$ cat src/rtl/pixunpack_if.sv
// Pixel unpacker bus: FIFO word side plus pixel side toward the timing generator.
// The master modport is the unpacker itself; slave is its environment.
interface pixunpack_if #(
  parameter int DW = 32
);
  logic          i_fifo_valid;
  logic [DW-1:0] i_fifo_word;
  logic          o_fifo_rd;
  logic          i_rd;
  logic [7:0]    o_pixel;
  logic          o_pix_valid;

  modport master (
    input  i_fifo_valid, i_fifo_word, i_rd,
    output o_fifo_rd, o_pixel, o_pix_valid
  );

  modport slave (
    output i_fifo_valid, i_fifo_word, i_rd,
    input  o_fifo_rd, o_pixel, o_pix_valid
  );
endinterface

$ cat src/rtl/pixunpack.sv
// Pixel unpacker: splits DW-bit FIFO words into 1/2/4/8-bit palette indices,
// MSB-first, one pixel per i_rd. Depth is latched per frame; line starts drop
// any partial word. Underflows (i_rd with nothing to show) are counted.
module pixunpack #(
  parameter int DW = 32,
  parameter int CW = 16
) (
  input  logic          i_pixclk,
  input  logic          i_reset,
  input  logic          i_newframe,
  input  logic          i_newline,
  input  logic [1:0]    i_bpp,
  pixunpack_if.master   bus,
  output logic          o_underflow,
  output logic [CW-1:0] o_underflow_count
);
  localparam int FW = $clog2(DW + 1);

  logic [DW-1:0] sr;
  logic [FW-1:0] fill;
  logic [1:0]    bpp_q;
  logic [FW-1:0] ppw;
  logic [3:0]    shamt;
  logic          fill_zero, fill_one, ctl, load;

  assign fill_zero = (fill == '0);
  assign fill_one  = (fill == FW'(1));
  // Control strobes own the cycle: no pop, no pixel consumption.
  assign ctl       = i_reset | i_newframe | i_newline;
  assign shamt     = 4'(1) << bpp_q;

  // Pop when empty, or when the last pixel of the word is being taken now,
  // so back-to-back words stream without a bubble.
  assign bus.o_fifo_rd   = !ctl && (fill_zero || (fill_one && bus.i_rd));
  assign load            = bus.o_fifo_rd && bus.i_fifo_valid;
  assign bus.o_pix_valid = !fill_zero;

  // Pixels per word for the latched depth.
  always_comb begin
    ppw = FW'(DW);
    case (bpp_q)
      2'd0: ppw = FW'(DW);
      2'd1: ppw = FW'(DW / 2);
      2'd2: ppw = FW'(DW / 4);
      2'd3: ppw = FW'(DW / 8);
      default: ppw = FW'(DW);
    endcase
  end

  // Current pixel: top bits of the shift register, zero-extended; 0 when empty.
  always_comb begin
    bus.o_pixel = 8'h00;
    if (!fill_zero) begin
      case (bpp_q)
        2'd0: bus.o_pixel = {7'b0, sr[DW-1]};
        2'd1: bus.o_pixel = {6'b0, sr[DW-1 -: 2]};
        2'd2: bus.o_pixel = {4'b0, sr[DW-1 -: 4]};
        2'd3: bus.o_pixel = sr[DW-1 -: 8];
        default: bus.o_pixel = 8'h00;
      endcase
    end
  end

  // Shift register, fill count, depth latch and underflow tracking.
  always_ff @(posedge i_pixclk) begin
    if (i_reset) begin
      sr                <= '0;
      fill              <= '0;
      bpp_q             <= i_bpp;
      o_underflow       <= 1'b0;
      o_underflow_count <= '0;
    end else begin
      o_underflow <= 1'b0;
      if (i_newframe) begin
        sr    <= '0;
        fill  <= '0;
        bpp_q <= i_bpp;
      end else if (i_newline) begin
        sr   <= '0;
        fill <= '0;
      end else begin
        // A read while empty is an underflow even if a word lands this cycle;
        // that word's first pixel is kept for the next read.
        if (bus.i_rd && fill_zero) begin
          o_underflow <= 1'b1;
          if (o_underflow_count != {CW{1'b1}})
            o_underflow_count <= o_underflow_count + 1'b1;
        end
        if (load) begin
          sr   <= bus.i_fifo_word;
          fill <= ppw;
        end else if (bus.i_rd && !fill_zero) begin
          sr   <= fill_one ? '0 : (sr << shamt);
          fill <= fill - 1'b1;
        end
      end
    end
  end
endmodule

$ cat src/flat_wrapper.sv
// flat-port wrapper written by rule: the top's interface ports become plain ports
module pixunpack_flat 
#(
  parameter int DW = 32,
  parameter int CW = 16
)
  (i_pixclk, i_reset, i_newframe, i_newline, i_bpp, o_underflow, o_underflow_count, bus_i_fifo_valid, bus_i_fifo_word, bus_i_rd, bus_o_fifo_rd, bus_o_pixel, bus_o_pix_valid);
  pixunpack_if #(.DW(DW)) bus_i ();
  input  logic i_pixclk;
  input  logic i_reset;
  input  logic i_newframe;
  input  logic i_newline;
  input  logic [1:0] i_bpp;
  output logic o_underflow;
  output logic [CW-1:0] o_underflow_count;
  input wire logic [$bits(bus_i.i_fifo_valid)-1:0] bus_i_fifo_valid;
  input wire logic [$bits(bus_i.i_fifo_word)-1:0] bus_i_fifo_word;
  input wire logic [$bits(bus_i.i_rd)-1:0] bus_i_rd;
  output wire logic [$bits(bus_i.o_fifo_rd)-1:0] bus_o_fifo_rd;
  output wire logic [$bits(bus_i.o_pixel)-1:0] bus_o_pixel;
  output wire logic [$bits(bus_i.o_pix_valid)-1:0] bus_o_pix_valid;
  assign bus_i.i_fifo_valid = bus_i_fifo_valid;
  assign bus_i.i_fifo_word = bus_i_fifo_word;
  assign bus_i.i_rd = bus_i_rd;
  assign bus_o_fifo_rd = bus_i.o_fifo_rd;
  assign bus_o_pixel = bus_i.o_pixel;
  assign bus_o_pix_valid = bus_i.o_pix_valid;
  pixunpack #(.DW(DW), .CW(CW)) u_core (.i_pixclk(i_pixclk), .i_reset(i_reset), .i_newframe(i_newframe), .i_newline(i_newline), .i_bpp(i_bpp), .bus(bus_i), .o_underflow(o_underflow), .o_underflow_count(o_underflow_count));
endmodule
$ cat config.mk
export PLATFORM = sky130hd
export DESIGN_NAME = pixunpack_flat
export DESIGN_NICKNAME = d
export VERILOG_FILES = /design/src/rtl/pixunpack_if.sv /design/src/rtl/pixunpack.sv /design/src/flat_wrapper.sv
export SDC_FILE = /design/constraint.sdc
export NUM_CORES = 1
export LEC_CHECK = 0
export ABC_AREA = 1
export CAP_MARGIN = 25
export CORE_MARGIN = 2
export CORE_UTILIZATION = 40
export DETAILED_ROUTE_END_ITERATION = 12
export PLACE_DENSITY_LB_ADDON = 0.08
export SKIP_CTS_REPAIR_TIMING = 1
export SLEW_MARGIN = 0
export SYNTH_ARGS = -nofsm -noshare
export SYNTH_HDL_FRONTEND = slang
export SYNTH_SLANG_ARGS = --single-unit
$ cat constraint.sdc
create_clock -name i_pixclk -period 1.9 [get_ports i_pixclk]
set_input_delay 0.285 -clock i_pixclk [delete_from_list [all_inputs] [get_ports i_pixclk]]
set_output_delay 0.285 -clock i_pixclk [all_outputs]
set_load 0.02 [all_outputs]
==> impl_metrics.yaml <==
yosys:
  yosysWarnings: 0
  synth_flop_cell: "dfxtp_1"
  async_reset_ff_frac: 0
  ys_ff_latch: 57
  syn_area_sq_um: 4190
  syn_avg_cell_area_sq_um: 5.80
  synth.distinct_cells: 35
  synth_nets: 766
  synth_edf_count: 2
  yosys-top-cells-area: "dfxtp_1, nand2_1, nand3_1"
  yosysTopAreaCell: "dfxtp_1"
  syn_inst: 722
  synth_top_area_frac: 0.263
  seq_area_frac_synth: 0.277
power:
  vdd_drop_max_mv: 0.256
  pwr-share-comb: 0.224
  p_per_area_nw_per_um2: 546
  p_int_mw: 2.10
  report.power.total_mw: 3.04
  p_switching_mw: 0.934
  power.share.switching: 0.308
  seqPwrFrac: 0.403
  pwr-share-clk: 0.373
  leakage_nw: 2.54
routing:
  drt-pass1-iter-count: 4
  vias: 4963
  ant_nets: 0
  drcViolationCount: 0
  vias_per_cell: 5.16
  first_iter_violations: 281
  wl_microns: 13300
  post_drt_wl_per_cell_microns: 13.8
timing:
  final.setup_skew_ns: 0.00521
  max_freq_ghz: 0.519
  max_slew_margin: 0.714
  timing.final.ws_setup_ns: -0.0266
  maxSlewViolCount: 0
  finalSetupViolCount: 1
  finalCritPeriodShare: 1.01
  min_period_ns: 1.93
  rsz0062_at_grt: "true"
  hold_ws_ns: 0.496
  tns_ns: -0.0266
  tightestPinTransition_ns: 0.425
  hold_viol_final: 0
clocking:
  htree_levels: 3
  path_clk_slew_ns: 0.07
  cts_tree: "built"
  clock_sinks: 57
  insertion_delay_ns: 0.35
  numCtsBuffers: 9
  cts_buffer_depth: 2
  cts_root_buf: "clkbuf_8"
final_layout:
  nets: 866
  fillers: 1051
  fin_cells: 962
  drive_above_1_share: 0.122
  stdcell_area_sq_um: 5560
  fin_util: 0.544
  diodes: 0
  areaGrowthSynthToFinish_pct: 32.8
worst_setup_path:
  critPathLaunchType: "flop"
  crit_arrival_ns: 1.64
  required_ns: 1.62
  crit_type: "reg2out"
  rrSetupSlack_ns: 0.12
  end_kind: "output port"
  cp_max_fo: 5
die:
  die_h_microns: 106
  start_util: 0.409
  coreArea_sq_um: 10200
  fp-row-count: 37
  io_pins: 67
  die_w_microns: 106
  die_area_sq_um: 11300
placed_design:
  gp_congestion: 0.912
  dp.cells: 942
  io_buffers: 66
  place_ws_ns: -0.231
  placed_cell_area_sq_um: 5290
  dp_hpwl_microns: 9860
grt:
  grtUsageTotal: 0.245
  grt_pass1_wl_microns: 22300
  grt_pass1_vias: 4673
  grt_remaining_overflow: 0
  grt_max_degree: 37
  antenna_found_initial: 0
job:
  maxCapViolations: 0
status:
  violations: "negative setup slack"
  status: "finished with violations"
hold_path:
  hold_path.class: "reg2reg"
-- cells by family after synthesis --
logic type,count (synthesis),share of synthesized area
XOR/XNOR,15,0.0314
AO/OA/AOI/OAI,94,0.120
adder cells (fa/ha/maj),4,0.0119
AND/OR/NAND/NOR,431,0.436
flip-flops,57,0.277
buffers and inverters,121,0.123
-- worst paths after layout --
path / cells past startpoint / from / end
max: 6 / u_core.bpp_q[0] / bus_o_pixel[0]
min: 2 / u_core.fill[4] / u_core.fill[4]
max reg2reg: 12 / u_core.bpp_q[1] / u_core.sr[22]
min reg2reg: 2 / u_core.fill[4] / u_core.fill[4]
-- power groups by stage --
stage               logic (mW)  registers [mW]  clock network, mW
CTS                      0.633            1.22               1.16
global placement         0.626            1.25                  0
floorplan                0.368            1.25                  0
detailed placement       0.631            1.25                  0
global route             0.755            1.22               1.21
finish                   0.679            1.22               1.13
-- routing by layer --
metal,global-route usage,wire length (microns),vias to the layer above
li1,-,-,2514
met1,0.331,6110,2274
met2,0.386,6140,149
met3,0.0380,730,26
met4,0.107,306,0
met5,0,0,-
-- flip-flops by register name (all words and copies together) (netlist names) --
| register | flops |
|---|---|
| u_core.bpp_q | 2 |
| u_core.sr | 32 |
| u_core.o_underflow_count | 16 |
| u_core.o_underflow | 1 |
| u_core.fill | 6 |
-- synth_stat cells (3+ instances only) --
cell      number
nand2_1      205
nor2_1       101
nand3_1       93
inv_1         80
dfxtp_1       55
a21oi_1       39
o21ai_0       34
buf_2         21
nor3_1        12
o22ai_1       11
clkbuf_1      10
nand4_1       10
xor2_1        10
xnor2_1        5
ha_1           4
o211ai_1       4
nor2_2         3
o21ai_1        3
-- final cells by class --
type	count	area (sq um)	area share
Clock buffer	9	124	0.0223
Timing Repair Buffer	127	1190	0.214
Sequential cell	57	1160	0.209
Multi-Input combinational cell	544	2540	0.456
Tap cell	136	170	0.0306
Inverter	83	317	0.0569
Clock inverter	6	60.1	0.0108
-- critical path: stages (launching register included) --
cell and delay, ns:
edfxtp_1 0.40, clkinv_1 0.20, nand2_1 0.19, o22ai_1 0.09, a21oi_1 0.13, a21oi_1 0.07
dlymetal6s2s_1 0.21
-- placed cells by master, fill, tap and decap left out, drive strengths merged --
| cell | instances |
|---|---|
| dfxtp | 55 |
| a21oi | 40 |
| clkbuf | 15 |
| nand3 | 94 |
| nor2 | 106 |
| nand2 | 206 |
| or2 | 2 |
| xor2 | 10 |
| edfxtp | 2 |
| clkinvlp | 2 |
| clkdlybuf4s50 | 56 |
| dlymetal6s2s | 3 |
| o22ai | 11 |
| o221ai | 1 |
| inv | 82 |
| nand3b | 1 |
| clkinv | 4 |
| xnor2 | 5 |
| a31oi | 1 |
| nand4 | 10 |
| o21ai | 37 |
| ha | 4 |
| o211ai | 4 |
| bufinv | 1 |
| buf | 62 |
| nor3 | 12 |
Power figures use the tool's default switching activity.
